==> src/rtl/picorv32_mem_pkg.sv <==
// Shared definitions for the picorv32 native-interface memory model.
//   mem_state_e : request FSM states (IDLE -> WAIT -> RESP)
//   MMIO_*      : register offsets inside the 16-byte MMIO page
//   PASS_CODE   : value written to TEST that marks a passing run
//   LFSR_TAPS   : Galois feedback mask for taps 16,14,13,11 (right-shifting form)
package picorv32_mem_pkg;

  typedef enum logic [1:0] {
    ST_IDLE = 2'd0,
    ST_WAIT = 2'd1,
    ST_RESP = 2'd2
  } mem_state_e;

  localparam logic [3:0]  MMIO_CON  = 4'h0;
  localparam logic [3:0]  MMIO_TEST = 4'h4;
  localparam logic [3:0]  MMIO_CYC  = 4'h8;

  localparam logic [31:0] PASS_CODE = 32'd1;

  localparam logic [15:0] LFSR_TAPS = 16'hB400;

endpackage

==> src/rtl/mem_wait_lfsr.sv <==
// 16-bit Galois LFSR used to draw pseudo-random wait-state counts.
//   clk     in  clock
//   reset   in  synchronous active-high, loads SEED
//   advance in  step the sequence by one position
//   value   out current LFSR state
module mem_wait_lfsr
  import picorv32_mem_pkg::*;
#(
  parameter logic [15:0] SEED = 16'hACE1
) (
  input  logic        clk,
  input  logic        reset,
  input  logic        advance,
  output logic [15:0] value
);

  always_ff @(posedge clk) begin
    if (reset) begin
      value <= SEED;
    end else if (advance) begin
      value <= {1'b0, value[15:1]} ^ (value[0] ? LFSR_TAPS : '0);
    end
  end

endmodule

==> config.mk <==
export PLATFORM = sky130hd
export DESIGN_NAME = mem_wait_lfsr
export DESIGN_NICKNAME = d
export VERILOG_FILES = /design/src/rtl/picorv32_mem_pkg.sv /design/src/rtl/mem_wait_lfsr.sv
export SDC_FILE = /design/constraint.sdc
export NUM_CORES = 1
export LEC_CHECK = 0
export BUFFER_PORTS_ARGS = -buffer_cell sky130_fd_sc_hd__buf_2
export CORE_AREA = 2 2 40 42
export DETAILED_ROUTE_END_ITERATION = 16
export DIE_AREA = 0 0 42 44
export PLACE_DENSITY = 0.69
export SLEW_MARGIN = 20
export SYNTH_ARGS = -nofsm -noshare
export SYNTH_HDL_FRONTEND = slang
export SYNTH_SLANG_ARGS = --single-unit
==> constraint.sdc <==
create_clock -name clk -period 1.1 [get_ports clk]
set_input_delay 0.165 -clock clk [delete_from_list [all_inputs] [get_ports clk]]
set_output_delay 0.165 -clock clk [all_outputs]
set_load 0.02 [all_outputs]
==> report_table.html <==
<table>
<tr><th>Metric</th><th>Value</th></tr>
<tr><th colspan="2">Clock tree</th></tr>
<tr><td>Clock net sink count</td><td>16</td></tr>
<tr><td>Number of buffers inserted during clock tree synthesis</td><td>3</td></tr>
<tr><td>TritonCTS clock tree</td><td>built</td></tr>
<tr><td>Buffer type at the clock tree root</td><td>clkbuf_4</td></tr>
<tr><td>Hold Buf Count CTS</td><td>0</td></tr>
<tr><td># H-tree levels</td><td>1</td></tr>
<tr><td>Setup bufs post-CTS</td><td>0</td></tr>
<tr><td>Skew-Pair Late Insertion Delay</td><td>0.28 ns</td></tr>
<tr><td>CTS clk-pin slew, worst paths</td><td>0.09 ns</td></tr>
<tr><td>Largest buffer count on any clock path</td><td>2</td></tr>
<tr><th colspan="2">Pwr</th></tr>
<tr><td>Overall power</td><td>approximately 0.0012 W</td></tr>
<tr><td>Pwr per Cell Area</td><td>1623 nW/µm²</td></tr>
<tr><td>Peak ir drop on the vdd network</td><td>0.8494 mV</td></tr>
<tr><td>Leakage power total</td><td>0.3576 nW</td></tr>
<tr><th colspan="2">Synth</th></tr>
<tr><td>Seq/Total Area, Yosys</td><td>0.5089</td></tr>
<tr><td>#FFs+latches synth</td><td>16</td></tr>
<tr><td>Async SR Flop Fraction</td><td>0</td></tr>
<tr><td>Area share of the largest cell type after synthesis</td><td>0.5089</td></tr>
<tr><td>Leading cell type by number of instances after synthesis</td><td>dfxtp_1</td></tr>
<tr><td>Number of enable flip-flop cells after synthesis</td><td>0</td></tr>
<tr><td>Gate count after technology mapping</td><td>56</td></tr>
<tr><td>Syn_area_per_cell</td><td>roughly 11 µm²</td></tr>
<tr><td>Top area cells in the synthesized netlist</td><td>dfxtp_1 (51%), mux2i_1 (11%), a211o_1 (8.3%)</td></tr>
<tr><td>Number of distinct standard cells referenced by the synthesized netlist</td><td>16</td></tr>
<tr><td>Post-synth design cell area</td><td>629.4 µm²</td></tr>
<tr><td>Synthesized net count</td><td>59</td></tr>
<tr><td>YS warnings</td><td>0</td></tr>
<tr><td>Cell type with the largest total area after synthesis</td><td>dfxtp_1</td></tr>
<tr><td>Flip-flop cell with the highest count after synthesis</td><td>dfxtp_1</td></tr>
<tr><td>Leading cell types by count after synthesis</td><td>dfxtp_1 (16), nor2_1 (8), mux2i_1 (7), a211o_1 (6)</td></tr>
<tr><th colspan="2">Critical path</th></tr>
<tr><td>Cell with the biggest individual delay on the critical path</td><td>dfxtp_2</td></tr>
<tr><td>Critical Path End Type</td><td>output port</td></tr>
<tr><td>CP Cell Sequence</td><td>buf_2</td></tr>
<tr><td>Kind of cell adding the most delay to the critical path</td><td>flip-flops</td></tr>
<tr><td>Delay of the slowest critical-path stage</td><td>0.40 ns</td></tr>
<tr><td>Type of the setup path with the least slack</td><td>flip-flop to output port</td></tr>
<tr><td>Number of buffers and inverters on the critical path</td><td>1</td></tr>
<tr><td>Category of the worst setup path launch point</td><td>flip-flop</td></tr>
<tr><td>Req. time, crit path</td><td>~0.94 ns</td></tr>
<tr><td>Crit path arrival time</td><td>0.86 ns</td></tr>
<tr><td>CP Max Fanout</td><td>6</td></tr>
<tr><th colspan="2">Die</th></tr>
<tr><td>Initial core utilization</td><td>0.4436</td></tr>
<tr><td>Die area</td><td>1848 µm²</td></tr>
<tr><td>Width of the chip</td><td>approximately 42 µm</td></tr>
<tr><td>Number of cell rows</td><td>14</td></tr>
<tr><td>Vertical die dimension</td><td>44 µm</td></tr>
<tr><td>IO Pins</td><td>19</td></tr>
<tr><td>Placeable core region</td><td>1419 µm²</td></tr>
<tr><th colspan="2">Finish</th></tr>
<tr><td>Relative area change from synthesis to final layout</td><td>20.48%</td></tr>
<tr><td>Total inserted antenna cells</td><td>0</td></tr>
<tr><td>Utilization after layout</td><td>0.5344</td></tr>
<tr><td>Layout Nets</td><td>81</td></tr>
<tr><td>Fraction of final layout cells with drive strength greater than 1</td><td>0.4026</td></tr>
<tr><td>Biggest register</td><td>value</td></tr>
<tr><td>Largest registers ranked by flip-flop count</td><td>value x16</td></tr>
<tr><td>Post-Layout Inst Area</td><td>758.2 µm²</td></tr>
<tr><td>Count of non-filler cells in the finished layout</td><td>93</td></tr>
<tr><td>Largest register FFs</td><td>16</td></tr>
<tr><td>Fill count</td><td>around 140</td></tr>
<tr><th colspan="2">Drt</th></tr>
<tr><td>DRT iter0 DRCs</td><td>2</td></tr>
<tr><td>Detailed-route wire length</td><td>1041 µm</td></tr>
<tr><td>Vias per inst</td><td>5.011</td></tr>
<tr><td>Detail Route Antenna Nets</td><td>0</td></tr>
<tr><td>Average wire per cell in the routed design</td><td>around 11 µm</td></tr>
<tr><td>DRC viols</td><td>0</td></tr>
<tr><td>Detailed Routing Iterations Pass 1</td><td>2</td></tr>
<tr><td>Total number of vias</td><td>466</td></tr>
<tr><th colspan="2">Timing</th></tr>
<tr><td>Ratio of final minimum period to clock period</td><td>0.9312</td></tr>
<tr><td>Number of endpoints failing setup at the final stage</td><td>0</td></tr>
<tr><td>Total negative slack for setup checks</td><td>0 ns</td></tr>
<tr><td>Post-route minimum period</td><td>about 1 ns</td></tr>
<tr><td>Setup skew after layout</td><td>0.003654 ns</td></tr>
<tr><td>Relative slew margins</td><td>0.7975</td></tr>
<tr><td>Unrepaired setup endpoints after global routing</td><td>no</td></tr>
<tr><td>Measured slew at the worst slew-check pin</td><td>slightly above 0.3 ns</td></tr>
<tr><td>Achievable clock frequency</td><td>just under 1 GHz</td></tr>
<tr><td>Final Hold Vio Count</td><td>0</td></tr>
<tr><td>Slew Viols, Final</td><td>0</td></tr>
<tr><th colspan="2">Placed design</th></tr>
<tr><td>Placed instance count</td><td>89</td></tr>
<tr><td>Total placed instance area</td><td>720.7 µm²</td></tr>
<tr><td>Routability Congestion</td><td>between 0.6 and 0.7</td></tr>
<tr><td>Count of buffers inserted at the top-level ports</td><td>18</td></tr>
<tr><td>Placed wire-length estimate</td><td>~770 µm</td></tr>
<tr><th colspan="2">Global routing</th></tr>
<tr><td>Via count of the first global-routing pass</td><td>432</td></tr>
<tr><td>Global-route congestion overflow total</td><td>0</td></tr>
<tr><td>First-pass GRT wire length</td><td>1807 µm</td></tr>
<tr><td>Pin count of the biggest net entering global routing</td><td>18</td></tr>
<tr><td>Antenna violations before repair</td><td>0</td></tr>
<tr><td>Overall routing resource usage</td><td>0.1307</td></tr>
<tr><th colspan="2">Hold path</th></tr>
<tr><td>Worst hold path class</td><td>input port to flip-flop</td></tr>
<tr><th colspan="2">Run</th></tr>
<tr><td>Number of maximum-capacitance violations</td><td>0</td></tr>
<tr><th colspan="2">Status</th></tr>
<tr><td>Run status</td><td>complete, no violations</td></tr>
</table>
report_power, final:
group	switching, W	total [W]	leakage (nW)	internal, W
clock	0.000175	0.000377	0.0210	0.000201
sequential	0.0000325	0.000653	0.132	0.000620
combinational	0.000111	0.000201	0.204	0.0000902
total	0.000319	0.00123	0.358	0.000912
routing by layer:
| metal | global-route usage | vias up | wire (µm) |
|---|---|---|---|
| met5 | 0 | - | 0 |
| met4 | 0.09677 | 0 | 11 |
| met3 | 0.02500 | 2 | 52 |
| met2 | 0.2156 | 11 | 518 |
| met1 | 0.1513 | 219 | 459 |
| li1 | - | 234 | - |
cell type report:
type	instances	area (µm²)	share of cell area
multi-input combinational	36	267.8	0.3531
timing repair buffer	21	112.6	0.1485
clock buffer	4	36.28	0.04785
tap	16	20.02	0.02640
sequential	16	321.6	0.4241
repair_timing:
action	CTS	global route
setup endpoints to repair	1	0
resized for setup	1	0
hold endpoints to repair	0	0
placed cells by master, fill, tap and decap left out:
cell type,n
buf_2,18
xnor2_1,3
mux2i_1,7
clkbuf_4,3
dfxtp_2,1
and2b_4,1
dfxtp_1,15
a211o_1,6
clkbuf_8,1
nor2b_1,2
and2b_2,3
buf_4,3
nor2_1,8
nor3_1,2
a21oi_1,2
a211oi_2,1
and2b_1,1
metrics by stage:
stage / setup WS (ns) / hold WS (ns)
global placement: 0.2104 / 0.4716
detailed placement: 0.1834 / 0.4854
finish: 0.07568 / 0.1948
CTS: 0.05105 / 0.1879
floorplan: 0.1361 / 0.4363
global route: 0.02047 / 0.1932
path summary, 6_finish.rpt:
path                         startpoint                     to  slack [ns]  depth (start not counted)
setup / recovery  value[0]$_SDFFE_PP1P_               value[0]        0.08                          1
hold / removal                  advance  value[6]$_SDFFE_PP1P_        0.19                          2
setup reg to reg  value[0]$_SDFFE_PP1P_  value[0]$_SDFFE_PP1P_        0.22                          2
hold reg to reg   value[7]$_SDFFE_PP1P_  value[6]$_SDFFE_PP1P_        0.51                          1
logic make-up after synthesis:
family | share of synthesized area
and+or+nand+nor | 0.1531
xor gates and xnor gates | 0.04176
muxes | 0.1113
DFF | 0.5090
buffers and inverters | 0.06559
AOI/OAI and AO/OA | 0.1193
Power figures use the tool's default switching activity.
